<file path="src/rtl/grid_feeder.sv">
// ============================================================================
// Module   : grid_feeder
// Purpose  : Upstream sequencer for grid_1. Accepts signed samples paired with
//            a weight sign bit over a valid/ready stream, buffers them in a
//            small circular FIFO, and issues them one at a time to grid_1.
//            Each issue is a one-cycle trig, after which din/sign are held for
//            a fixed DTC conversion window. Samples are counted per frame, and
//            frame_done pulses after the last conversion of each frame.
// Ports    : clk        - system clock, rising edge
//            rst        - asynchronous active-low reset
//            clr        - synchronous soft clear (flush FIFO, abort, idx=0)
//            s_data     - incoming sample (two's complement)
//            s_sign     - weight sign for the incoming sample
//            s_valid    - s_data/s_sign valid
//            s_ready    - FIFO can accept a sample
//            din        - sample presented to grid_1
//            sign       - weight sign presented to grid_1
//            trig       - one-cycle conversion start pulse
//            busy       - high while in TRIG or CONV
//            sample_idx - index of the current/last issued sample in the frame
//            frame_done - one-cycle pulse at the end of the Nth conversion
// Revision : 1.0 - initial release
// ============================================================================
`default_nettype none

module grid_feeder #(
  parameter int DW          = 8,
  parameter int FIFO_DEPTH  = 4,
  parameter int CONV_CYCLES = 260,
  parameter int N_INPUTS    = 8
) (
  input  logic                                             clk,
  input  logic                                             rst,
  input  logic                                             clr,
  input  logic [DW-1:0]                                    s_data,
  input  logic                                             s_sign,
  input  logic                                             s_valid,
  output logic                                             s_ready,
  output logic [DW-1:0]                                    din,
  output logic                                             sign,
  output logic                                             trig,
  output logic                                             busy,
  output logic [((N_INPUTS > 1) ? $clog2(N_INPUTS) : 1)-1:0] sample_idx,
  output logic                                             frame_done
);

  localparam int c_AW = $clog2(FIFO_DEPTH);
  localparam int c_CW = $clog2(CONV_CYCLES);
  localparam int c_IW = (N_INPUTS > 1) ? $clog2(N_INPUTS) : 1;

  localparam logic [c_AW:0]   c_FULL_CNT = (c_AW + 1)'(FIFO_DEPTH);
  localparam logic [c_CW-1:0] c_CNT_LAST = c_CW'(CONV_CYCLES - 1);
  localparam logic [c_IW-1:0] c_IDX_LAST = c_IW'(N_INPUTS - 1);

  typedef enum logic [1:0] {
    IDLE = 2'd0,
    TRIG = 2'd1,
    CONV = 2'd2
  } state_t;

  // FIFO storage: {sign, data} per entry
  logic [DW:0]     mem_q [FIFO_DEPTH];
  logic [c_AW-1:0] wr_ptr_q, wr_ptr_d;
  logic [c_AW-1:0] rd_ptr_q, rd_ptr_d;
  logic [c_AW:0]   count_q,  count_d;

  state_t          state_q;
  logic [DW-1:0]   din_q;
  logic            sign_q;
  logic            trig_q;
  logic            frame_done_q;
  logic [c_IW-1:0] idx_q;
  logic [c_CW-1:0] cnt_q;

  logic            push;
  logic            pop;
  logic [DW:0]     head;

  // s_ready comes straight from the registered count, so it never depends
  // combinationally on s_valid.
  assign s_ready = (count_q != c_FULL_CNT);

  // clr drops a same-cycle push and blocks a same-cycle pop.
  assign push = s_valid && s_ready && !clr;
  assign pop  = (state_q == IDLE) && (count_q != '0) && !clr;
  assign head = mem_q[rd_ptr_q];

  // Pointers wrap naturally because FIFO_DEPTH is a power of two.
  always_comb begin
    wr_ptr_d = wr_ptr_q;
    rd_ptr_d = rd_ptr_q;
    count_d  = count_q;
    if (push) begin
      wr_ptr_d = wr_ptr_q + c_AW'(1);
    end
    if (pop) begin
      rd_ptr_d = rd_ptr_q + c_AW'(1);
    end
    unique case ({push, pop})
      2'b10:   count_d = count_q + (c_AW + 1)'(1);
      2'b01:   count_d = count_q - (c_AW + 1)'(1);
      default: count_d = count_q;
    endcase
  end

  // Storage is not reset: an entry is only read after it has been written.
  always_ff @(posedge clk) begin
    if (push) begin
      mem_q[wr_ptr_q] <= {s_sign, s_data};
    end
  end

  always_ff @(posedge clk or negedge rst) begin
    if (!rst) begin
      wr_ptr_q     <= '0;
      rd_ptr_q     <= '0;
      count_q      <= '0;
      state_q      <= IDLE;
      din_q        <= '0;
      sign_q       <= 1'b0;
      trig_q       <= 1'b0;
      frame_done_q <= 1'b0;
      idx_q        <= '0;
      cnt_q        <= '0;
    end else if (clr) begin
      // Same as reset except din/sign keep the last presented sample.
      wr_ptr_q     <= '0;
      rd_ptr_q     <= '0;
      count_q      <= '0;
      state_q      <= IDLE;
      trig_q       <= 1'b0;
      frame_done_q <= 1'b0;
      idx_q        <= '0;
      cnt_q        <= '0;
    end else begin
      wr_ptr_q     <= wr_ptr_d;
      rd_ptr_q     <= rd_ptr_d;
      count_q      <= count_d;
      frame_done_q <= 1'b0;
      unique case (state_q)
        IDLE: begin
          if (pop) begin
            din_q   <= head[DW-1:0];
            sign_q  <= head[DW];
            trig_q  <= 1'b1;
            state_q <= TRIG;
          end
        end
        TRIG: begin
          trig_q  <= 1'b0;
          cnt_q   <= '0;
          state_q <= CONV;
        end
        CONV: begin
          if (cnt_q == c_CNT_LAST) begin
            state_q <= IDLE;
            if (idx_q == c_IDX_LAST) begin
              frame_done_q <= 1'b1;
              idx_q        <= '0;
            end else begin
              idx_q <= idx_q + c_IW'(1);
            end
          end else begin
            cnt_q <= cnt_q + c_CW'(1);
          end
        end
        default: begin
          state_q <= IDLE;
        end
      endcase
    end
  end

  assign din        = din_q;
  assign sign       = sign_q;
  assign trig       = trig_q;
  assign busy       = (state_q != IDLE);
  assign sample_idx = idx_q;
  assign frame_done = frame_done_q;

endmodule

`default_nettype wire

</file>
<file path="config.mk">
export PLATFORM = sky130hd
export DESIGN_NAME = grid_feeder
export DESIGN_NICKNAME = d
export VERILOG_FILES = /design/src/rtl/grid_feeder.sv
export SDC_FILE = /design/constraint.sdc
export NUM_CORES = 1
export LEC_CHECK = 0
export CORE_ASPECT_RATIO = 0.8
export CORE_MARGIN = 2
export CORE_UTILIZATION = 55
export DETAILED_ROUTE_END_ITERATION = 7
export GPL_ROUTABILITY_DRIVEN = 0
export PLACE_DENSITY_LB_ADDON = 0.08
export SETUP_SLACK_MARGIN = 0.5
export SYNTH_ARGS = -nofsm -noshare
export SYNTH_HDL_FRONTEND = slang
export SYNTH_SLANG_ARGS = --single-unit
</file>
<file path="constraint.sdc">
create_clock -name clk -period 4.15 [get_ports clk]
set_input_delay 0.83 -clock clk [delete_from_list [all_inputs] [get_ports clk]]
set_output_delay 0.83 -clock clk [all_outputs]
set_load 0.005 [all_outputs]
</file>
**Yosys cells after proc, flatten, opt, wreduce, memory -nomap -nowiden**

Memory sizes are Yosys's and may differ from the RTL's. A register that Yosys moved wholly into a read port is not among the register bits.
Cells that the tools add are included.

- Memories: 1
- Output and inout bits: 16
- RAM bits: 36
- Bits in latches: 0
- Input port bits: 13
- ROM bits: 0
- Register bits: 23

- Div/mod/pow operators: 0
- Eq/ne operators: 10
- Shift-type cells: 0
- Bitwise operators: 1
- Multipliers: 0
- Muxes and demuxes: 26
- $lt $le $gt $ge: 0
- Add/sub/neg operators: 6
- Reductions and logical operators: 21

Memories:

| name | depth | width | read ports | clocked after Yosys merged registers in | write ports | RTL line | source |
|---|---|---|---|---|---|---|---|
| mem_q | 4 | 9 | 1 | 1 | 1 | 62 | `logic [DW:0] mem_q [FIFO_DEPTH];` |

Operators by type and width:

| operator | number |
|---|---|
| 9-bit 2-to-1 mux | 2 |
| 9-bit case mux with 2 select lines | 1 |
| 3-bit 2-to-1 mux | 5 |
| 2-bit 2-to-1 mux | 7 |
| 3-bit inequality test (second input constant) | 4 |
| 3-bit nonzero test | 4 |
| 2-bit nonzero test | 5 |
| 9-bit by 1-bit adder with 9-bit output (second input constant) | 1 |
| 9-bit == test (second input constant) | 1 |
| 1-bit 2-to-1 mux | 8 |
| 2-bit AND reduction | 4 |
| 3-bit by 1-bit adder with 3-bit output (second input constant) | 2 |
| 2-bit case mux with 3 select lines | 1 |
| 3-bit case mux with 2 select lines | 1 |
| 2-bit by 1-bit adder with 2-bit output (second input constant) | 2 |
| 2-bit by 1-bit == test with 1-bit output (second input constant) | 2 |
| 2-bit == test (second input constant) | 2 |
| 1-bit logical AND | 4 |
| 3-bit == test (second input constant) | 1 |
| 3-bit AND reduction | 1 |
| 3-bit by 1-bit subtractor with 3-bit output (second input constant) | 1 |
| 1-bit logical NOT | 2 |
| 2-bit logical NOT | 1 |
| 1-bit case mux with 2 select lines | 1 |
| 1-bit inverter | 1 |

**Logic depth before layout (Yosys ltp)**

Gate-level depths: netlist of run 1.

- Depth in word-level cells: 6
- Mapped depth: 10
- Depth with buffers taken out: 9

**Worst setup path after synthesis of run 1**

OpenSTA, ideal clock, no wires.

- Path kind: input -> register
- Start point: input clr
- End point: register count_q[2]
- Path buffers: 2
- Cell stages on the path: 9
- Slack: 1870 ps
- Arrival time: 2144 ps
- Library setup time: 135 ps
- Path through: buf_2 -> nor2_1 -> buf_6 -> and2_1 -> fa_1 -> nor3_1 -> o211ai_1 -> a21oi_1 -> nor3b_1

- Word-level cells in the longest chain between the ends: 5
- Elaborated cells on any way between the ends: 8
- Those cells by class: 2 x eq/ne; 2 x mux; 4 x reduce/logical

Ends and longest elaborated chain:

| element | RTL line | source |
|---|---|---|
| start: declaration | 34 | `input logic clr,` |
| 1-bit logical NOT | 84, 85 |  |
| 1-bit logical AND, on equally long branches | 85, 84 |  |
| 2-bit by 1-bit == test with 1-bit output or 2-bit == test (tied branches) | 99 | `unique case ({push, pop})` |
| 3-bit case mux with 2 select lines | 99 |  |
| 3-bit 2-to-1 mux | 125 | `end else if (clr) begin` |
| end signal: assignment | 138 | `count_q <= count_d;` |
| end: declaration | 65 | `logic [c_AW:0] count_q, count_d;` |

Parallel ways exist; a longest one is shown, timed or not.
A chain may end at the register's enable or synchronous reset.

**Worst setup path after layout of run 1**

Ends and elaborated chain as after synthesis.

==> results.py, run 1 <==
metrics = {
    "route": {
        "drt_iter0_drc": 114,
        "routed_via_density": 5.906,
        "routed_wl_um": 5400,
        "antenna_left": 0,
        "wire_per_inst_um": 17.59,
        "drc": 0,
        "num_vias": 1813,
        "first_pass_iters": 4,
    },
    "die": {
        "die_y_um": 69.94,
        "ioPinCount": 29,
        "start_util_pct": 58.35,
        "die_area_mm2": 0.006044,
        "core_mm2": 0.005122,
        "die_width_um": 86.42,
        "placementRows": 23,
    },
    "clock_tree": {
        "cts_tree": "yes",
        "postCtsHoldBufs": 0,
        "cts_setup_buffers": 0,
        "cts.sinks": 68,
        "clk_pin_slew_ns": 0.07,
        "clockBufferDepth": 2,
        "cts_root_buf": "clkbuf_8",
        "clock_latency_ns": 0.34,
        "cts_resized": 0,
        "htree_levels": 3,
        "cts_made_buffers": 9,
    },
    "global_route": {
        "grt.overflow.total": 0,
        "grt_use_total_pct": 20.56,
        "grt_pass1_vias": 1836,
        "antenna_found_initial": 0,
        "grt_first_pass_wirelength_um": 9080,
        "grt_max_degree": 33,
    },
    "power_and_ir_drop": {
        "p_leak_nw": 1.341,
        "cellPowerDensity_mw_per_mm2": 584.5,
        "peakVddDrop_v": 0.0004437,
    },
    "layout": {
        "nNetsFinal": 261,
        "fin_area_mm2": 0.003498,
        "area_growth_pct": 17.04,
        "antenna_cells_inserted": 0,
        "layout_commonest_cell": "edfxtp_1",
        "final_layout_size_suffix_gt1_share_pct": 17.14,
        "mostFrequentLayoutCells": "edfxtp_1 (36), dfrtp_1 (32), clkdlybuf4s50_1 (28)",
    },
    "logic_synthesis": {
        "synth_cells": 207,
        "synthXorXnorAreaFrac_pct": 1.172,
        "ys_seq_area_share_pct": 62.96,
        "yosysUniqueCellTypes": 44,
        "synth_top_family_by_area": "simple AND/OR/NAND/NOR gates",
        "yosys.area_share.simple_pct": 12.93,
        "synth.mux.area_fraction_pct": 12.22,
        "ys_ff_latch": 68,
        "yosysWarningCount": 0,
        "synthAdderAreaFrac_pct": 3.600,
        "synth_compound_area_share_pct": 4.270,
        "synth_area_per_cell_um2": 14.44,
        "netlist_area_mm2": 0.002989,
        "synth_fp_nets": 228,
    },
    "worst_setup_path": {
        "cp_data_required_time_ns": 4.35,
        "crit_path_max_fanout": 18,
        "critPathLaunch": "clr",
        "reg2reg_from": "count_q[1]$_DFFE_PN0P_",
        "startpoint_type": "input port",
        "arrival_ns": 2.93,
        "critPathKind": "input port to flop",
        "path_cells": "clkdlybuf4s50_1 -> nor2_1 -> and2_1 -> fa_1 -> nor3_1 -> o211ai_1 -> a21oi_1 -> nor3b_1",
        "max_stage_delay_ns": 0.85,
        "cpMaxStageDelayCell": "clkdlybuf4s50_1",
        "cp-end-kind": "flop",
    },
    "worst_hold_path": {
        "min-delay-start": "sign$_DFFE_PN0P_",
        "hold_path.class": "flop to flop",
    },
    "sta": {
        "clock.fmax_mhz": 365.6,
        "slew_viol_final": 0,
        "setup_violations": 0,
        "worst_pin_slew_ns": 0.7145,
        "min_period_ns": 2.736,
        "finalHoldViolCount": 0,
        "finalCritPeriodShare_pct": 65.92,
        "tns_ns": 0,
        "rsz0062_at_grt": "false",
        "relSlewSlack_pct": 52.37,
        "clock_skew_ns": 0.004911,
    },
    "place": {
        "numPortBuffers": 28,
        "post-dp-hpwl_um": 3605,
        "place_area_mm2": 0.003307,
    },
    "run_status": {
        "status": "finished clean",
    },
    "job": {
        "drv_cap": 0,
    },
}
-- path summary, 6_finish.rpt --
check                           slack (ns)  depth (start not counted)                     end
max in group asynchronous             2.94                          2      din[6]$_DFFE_PN0P_
min in group asynchronous             0.90                          2      din[7]$_DFFE_PN0P_
worst max-delay path                  1.41                          8  count_q[2]$_DFFE_PN0P_
worst min-delay path                  0.51                          1        sign$_DFFE_PN0P_
worst max register to register        1.83                          9  count_q[2]$_DFFE_PN0P_
worst min register to register        0.51                          1        sign$_DFFE_PN0P_
-- sequential cells by signal (all words and copies together) (netlist names), 2 cells and up --
name / flops
mem_q: 36
din: 8
state_q: 2
sample_idx: 3
count_q: 3
wr_ptr_q: 2
rd_ptr_q: 2
cnt_q: 9
-- critical path: cells and delay by family --
kind / cells / cell delay (ns)
AO/OA/AOI/OAI: 2 / 0.31
adder cells (fa/ha/maj): 1 / 0.39
buffers and inverters: 1 / 0.85
AND/OR/NAND/NOR: 4 / 0.54
-- stage by stage --
stage | hold slack [ns] | setup WS [ns] | total power [mW] | utilization [%] | instances
2_1_floorplan | 0.4987 | 1.870 | 1.309 | - | 207
3_3_place_gp | 0.4896 | 1.229 | 1.520 | 64.56 | 291
3_5_place_dp | 0.4991 | 1.046 | 1.545 | 64.56 | 291
4_1_cts | 0.5145 | 1.416 | 2.068 | 68.30 | 307
5_1_grt | 0.5293 | 1.214 | 2.171 | 68.30 | 307
6_report | 0.5090 | 1.414 | 2.045 | 68.30 | 307
-- synth_stat cells, drive strengths merged --
library cell   n  area, µm²
nand4b         1      8.760
and3           1      6.260
nor2          15      56.30
a211o          2      17.52
a21oi          8      43.79
and2           5      31.28
mux2i          5      50.05
nor2b          2      12.51
a22oi          1      7.510
mux2          10      112.6
nand2         14      55.06
or3            3      23.77
nand2b         2      12.51
nor4           2      33.78
o21ai          2      10.01
a32o           1      10.01
inv            8      30.03
mux4           9      202.7
nand4          1      6.260
dfrtp         32      800.8
nor4bb         1      10.01
nor3           3      15.01
a31oi          5      31.28
and4           2      18.77
nand3         11      55.05
clkbuf         2      7.510
xnor2          2      17.52
or3b           1      8.760
nor3b          2      20.02
and4bb         1      12.51
edfxtp        36       1081
o211ai         1      7.510
fa             1      20.02
ha             7      87.58
xor2           2      17.52
buf            6      47.54
-- report_power, final --
group          total, mW  internal (mW)  leakage [nW]  switching [mW]
logic              0.602          0.347         0.499           0.255
registers          0.926          0.824         0.747           0.102
clock network      0.517          0.286        0.0948           0.231
-- area by class of cell --
cell class	instances	area, µm²
fillers	373	1624
well taps	62	77.57
inverters	8	30.03
clock inverters	6	53.80
clock buffers	10	137.6
multi-input cells	123	1022
flip-flops and latches	68	1882
repair buffers	30	295.3
-- cells by family (layout without fill, tap and decap cells) --
kind of cell | after synthesis | in the layout
AND/OR/NAND/NOR | 67 | 67
buffers and inverters | 16 | 54
multiplexers | 24 | 24
flip-flops | 68 | 68
adder cells (fa/ha/maj) | 8 | 8
AO/OA/AOI/OAI | 20 | 20
XOR/XNOR | 4 | 4
-- per-layer routing --
metal	share of wire (%)	routed length [µm]	GRT usage (%)	vias to the layer above
met3	4.5	243	7.329	6
li1	-	-	-	843
met4	0.94	51	6.597	0
met5	0	0	0	-
met1	44	2365	26.06	914
met2	51	2740	33.16	50
Note: power is estimated with default switching activity, not from simulation.
==> run 2, diff against run 1 <==
clock period = 2.55 ns   (was 4.15 ns; I/O delays follow)
==> results.py, run 2 (synthesis gave the netlist of run 1 again) <==
metrics = {
    "run_status": {
        "status": "finished clean",
    },
    "global_route": {
        "grt_first_pass_wirelength_um": 9294,
        "grt_use_total_pct": 20.90,
        "grt.overflow.total": 0,
        "grt_max_degree": 33,
        "grt_pass1_vias": 1924,
        "antenna_found_initial": 0,
    },
    "sta": {
        "setup_violations": 0,
        "finalHoldViolCount": 0,
        "clock_skew_ns": 0.007193,
        "worst_pin_slew_ns": 0.6559,
        "slew_viol_final": 0,
        "finalCritPeriodShare_pct": 80.68,
        "tns_ns": 0,
        "hold_ws_ns": 0.5127,
        "clock.fmax_mhz": 486.1,
        "relSlewSlack_pct": 56.27,
        "rsz0062_at_grt": "true",
        "min_period_ns": 2.057,
    },
    "layout": {
        "antenna_cells_inserted": 0,
        "instances_no_fill": 319,
        "final_layout_size_suffix_gt1_share_pct": 27.24,
        "fill_cells": 337,
        "regArea_mm2": 0.001887,
        "mostFrequentLayoutCells": "edfxtp_1 (36), dfrtp_1 (28), clkdlybuf4s50_1 (27)",
        "layout_commonest_cell": "edfxtp_1",
        "nNetsFinal": 273,
        "area_growth_pct": 22.27,
        "multiInputGateArea_mm2": 0.001085,
        "regMostFlops": "mem_q",
        "largest_reg_flops": 36,
    },
    "worst_hold_path": {
        "min-delay-start": "din[7]$_DFFE_PN0P_",
        "hold_path.class": "flop to flop",
    },
    "worst_setup_path": {
        "reg2reg_from": "count_q[1]$_DFFE_PN0P_",
        "critPathKind": "flop to flop",
        "cp_data_required_time_ns": 2.78,
        "cp-end-kind": "flop",
        "critPathLaunch": "count_q[1]$_DFFE_PN0P_",
        "startpoint_type": "flop",
        "path_cells": "or3_4 -> nand2_4 -> nor2_2 -> and2_4 -> fa_2 -> nor3_2 -> o211ai_1 -> a21oi_2 -> nor3b_4",
        "cpMaxStageDelayCell": "dfrtp_2",
        "crit_path_max_fanout": 4,
        "max_stage_delay_ns": 0.45,
        "arrival_ns": 2.28,
    },
    "clock_tree": {
        "clk_pin_slew_ns": 0.07,
        "htree_levels": 3,
        "clock_latency_ns": 0.34,
        "cts_root_buf": "clkbuf_8",
        "cts.sinks": 68,
        "clockBufferDepth": 2,
        "cts_made_buffers": 9,
        "postCtsHoldBufs": 0,
        "cts_tree": "yes",
    },
    "power_and_ir_drop": {
        "cellPowerDensity_mw_per_mm2": 977.0,
        "p_leak_nw": 1.400,
        "peakVddDrop_v": 0.0007356,
    },
    "route": {
        "first_pass_iters": 4,
        "routed_via_density": 5.749,
        "routed_wl_um": 5528,
        "drc": 0,
        "wire_per_inst_um": 17.33,
        "antenna_left": 0,
        "drt_iter0_drc": 113,
        "num_vias": 1834,
    },
    "die": {
        "die_y_um": 69.94,
        "start_util_pct": 58.35,
        "ioPinCount": 29,
        "placementRows": 23,
        "die_area_mm2": 0.006044,
        "die_width_um": 86.42,
        "core_mm2": 0.005122,
    },
    "job": {
        "drv_cap": 0,
    },
    "place": {
        "place_inst": 292,
        "numPortBuffers": 28,
        "post-dp-hpwl_um": 3648,
    },
}
## run 2: repair_timing
| item | CTS | global route |
|---|---|---|
| setup endpoints to repair | 3 | 4 |
| gates resized for setup | 13 | 6 |
| pin swaps | 8 | 5 |
| setup buffers | 7 | 4 |
## run 2: per-stage QoR
| stage | power [mW] | instance area, µm² | utilization, % | worst slack (ns) |
|---|---|---|---|---|
| floorplan | 2.146 | 2994 | - | 0.3381 |
| global placement | 2.492 | 3319 | 64.80 | 0.2432 |
| detailed placement | 2.533 | 3319 | 64.80 | 0.06699 |
| CTS | 3.518 | 3597 | 70.22 | 0.3996 |
| global route | 3.784 | 3655 | 71.35 | 0.3568 |
| finish | 3.571 | 3655 | 71.35 | 0.4927 |
## run 2: area by class of cell
cell class | instances | area share (%)
Sequential cell | 68 | 51.63
Clock buffer | 9 | 3.389
Timing Repair Buffer | 42 | 10.51
Clock inverter | 7 | 1.849
Inverter | 8 | 0.8216
Multi-Input combinational cell | 123 | 29.68
Tap cell | 62 | 2.123
## run 2: power by group
| part | internal [mW] | switching, mW |
|---|---|---|
| clock network | 0.445 | 0.402 |
| registers | 1.35 | 0.158 |
| logic | 0.723 | 0.497 |
| total | 2.51 | 1.06 |
## run 2: final timing paths
kind                            slack (ns)                     end  depth (start not counted)
worst max-delay path                  0.49  count_q[2]$_DFFE_PN0P_                          9
worst min-delay path                  0.51      din[7]$_DFFE_PN0P_                          1
worst max register to register        0.49  count_q[2]$_DFFE_PN0P_                          9
worst min register to register        0.51      din[7]$_DFFE_PN0P_                          1
max in group asynchronous             1.64  count_q[0]$_DFFE_PN0P_                          2
min in group asynchronous             0.57      din[7]$_DFFE_PN0P_                          2
## run 2: metal layers
layer	vias up	part of all wire, %	routed length (µm)	global-route usage (%)
li1	858	-	-	-
met4	0	1.6	89	7.118
met5	-	0	0	0
met3	10	5.9	328	7.565
met1	918	43	2388	27.35
met2	48	49	2721	32.48
## run 2: worst max-delay path, delay by kind of cell, from the launching register on
kind                       cells  cell delay, ns
AOI/OAI and AO/OA              2            0.34
adders and majority gates      1            0.35
DFF                            1            0.45
and+or+nand+nor                6            0.81
==> run 3, diff against run 2 <==
clock period = 2.1 ns   (was 2.55 ns; I/O delays follow)
==> results.py, run 3 (synthesis gave the netlist of run 1 again) <==
metrics = {
    "power_and_ir_drop": {
        "switchingPower_mw": 1.429,
        "comb_power_share_pct": 39.4,
        "swShare_pct": 30.62,
        "p_int_mw": 3.239,
        "cellPowerDensity_mw_per_mm2": 1166,
        "peakVddDrop_v": 0.0009470,
        "p_leak_nw": 1.640,
        "seqPwrFrac_pct": 38.2,
        "clockPowerShare_pct": 22.5,
    },
    "sta": {
        "slew_viol_final": 0,
        "relSlewSlack_pct": 61.93,
        "finalHoldViolCount": 0,
        "worst_pin_slew_ns": 0.5711,
        "min_period_ns": 2.101,
        "clock_skew_ns": 0.006109,
        "clock.fmax_mhz": 475.9,
        "setup_violations": 1,
        "fin_ws_ns": -0.001231,
        "rsz0062_at_grt": "true",
        "finalCritPeriodShare_pct": 100.1,
    },
    "worst_setup_path": {
        "rr_worst_depth": 9,
        "max_stage_delay_ns": 0.42,
        "arrival_ns": 2.32,
        "startpoint_type": "flop",
        "critPathKind": "flop to flop",
        "crit_path_max_fanout": 2,
        "cpMaxStageDelayCell": "dfrtp_1",
        "path_delay_family": "simple AND/OR/NAND/NOR gates",
        "cp.depth": 9,
        "path_cells": "or3_4 -> nand2_4 -> nor2_2 -> and2_4 -> fa_2 -> nor3_2 -> o211ai_1 -> a21oi_1 -> nor3b_2",
        "path_buf_inv": 0,
        "cp-end-kind": "flop",
        "cp_data_required_time_ns": 2.32,
    },
    "clock_tree": {
        "clockBufferDepth": 2,
        "postCtsHoldBufs": 0,
        "clock_latency_ns": 0.33,
        "clk_pin_slew_ns": 0.07,
        "cts.sinks": 68,
        "htree_levels": 3,
        "cts_made_buffers": 9,
        "cts_root_buf": "clkbuf_8",
        "cts_tree": "yes",
    },
    "worst_hold_path": {
        "hold_path.class": "flop to flop",
        "min_path_cells": 1,
    },
    "place": {
        "post-dp-hpwl_um": 4120,
        "numPortBuffers": 28,
        "preCtsSetupSlack_ns": -0.1630,
        "place_area_mm2": 0.003472,
        "place_inst": 308,
    },
    "layout": {
        "nNetsFinal": 300,
        "final_core_util_pct": 78.14,
        "final_layout_size_suffix_gt1_share_pct": 40.49,
        "antenna_cells_inserted": 0,
        "area_growth_pct": 33.91,
        "layout_commonest_cell": "edfxtp_1",
        "instances_no_fill": 346,
        "fin_area_mm2": 0.004003,
        "largest_reg_flops": 36,
        "mostFrequentLayoutCells": "edfxtp_1 (36), buf_4 (33), dfrtp_1 (28)",
        "regMostFlops": "mem_q",
    },
    "route": {
        "antenna_left": 0,
        "routed_wl_um": 6984,
        "num_vias": 2073,
        "routed_via_density": 5.991,
        "wl_met2_um": 3553,
        "wl_met1_um": 2911,
        "wl_met3_um": 415,
        "first_pass_iters": 4,
        "drc": 0,
        "wire_per_inst_um": 20.18,
        "top_layer": "met4",
        "drt_iter0_drc": 205,
    },
    "die": {
        "die_area_mm2": 0.006044,
        "core_mm2": 0.005122,
        "start_util_pct": 58.35,
        "ioPinCount": 29,
        "placementRows": 23,
        "die_width_um": 86.42,
        "die_y_um": 69.94,
    },
    "global_route": {
        "grt_use_total_pct": 24.53,
        "grt_pass1_vias": 2145,
        "grt_first_pass_wirelength_um": 11070,
        "grt.overflow.total": 0,
        "antenna_found_initial": 0,
        "grt_max_degree": 33,
    },
    "run_status": {
        "violations": "setup timing",
        "status": "finished, violations left",
    },
    "job": {
        "drv_cap": 0,
    },
}
==> run 3: final cells by class <==
type / instances / area, µm²
tap: 62 / 77.57
clock inverter: 4 / 48.80
timing repair buffer: 69 / 621.8
inverter: 8 / 30.03
fill: 305 / 1120
clock buffer: 12 / 145.1
sequential: 68 / 1887
multi-input combinational: 123 / 1192
==> run 3: repair_timing <==
item	CTS	global route
buffers inserted	14	7
pin swaps	11	7
endpoints found under the setup margin	68	57
resized for setup	57	13
gates cloned	1	0
==> run 3: through the flow <==
stage,power [mW],setup TNS [ns],hold WS [ns]
6_report,4.668,-0.001231,0.5027
5_1_grt,4.905,-0.04176,0.5109
4_1_cts,4.601,-0.02576,0.5064
3_5_place_dp,3.277,-0.3059,0.4950
3_3_place_gp,3.201,0,0.4918
2_1_floorplan,2.618,-0.08984,0.1244
==> run 3: layer usage <==
metal	vias up	track usage [%]
li1	919	-
met1	1048	31.77
met2	95	40.68
met3	11	6.856
met4	0	6.771
met5	-	0
==> run 3: power by group through the flow <==
stage / registers [mW] / logic (mW) / clock network [mW]
6_report: 1.78 / 1.84 / 1.05
5_1_grt: 1.80 / 1.97 / 1.14
3_3_place_gp: 1.77 / 1.43 / 0
4_1_cts: 1.78 / 1.75 / 1.07
3_5_place_dp: 1.80 / 1.48 / 0
2_1_floorplan: 1.78 / 0.839 / 0
==> run 3: worst paths after layout <==
kind,startpoint,endpoint,slack (ns)
worst max register to register,count_q[0]$_DFFE_PN0P_,count_q[2]$_DFFE_PN0P_,-0.001
max in group asynchronous,rst,cnt_q[0]$_DFFE_PN0P_,1.25
min in group asynchronous,rst,din[5]$_DFFE_PN0P_,0.51
worst min register to register,din[5]$_DFFE_PN0P_,din[5]$_DFFE_PN0P_,0.50
worst min-delay path,din[5]$_DFFE_PN0P_,din[5]$_DFFE_PN0P_,0.50
worst max-delay path,count_q[0]$_DFFE_PN0P_,count_q[2]$_DFFE_PN0P_,-0.001
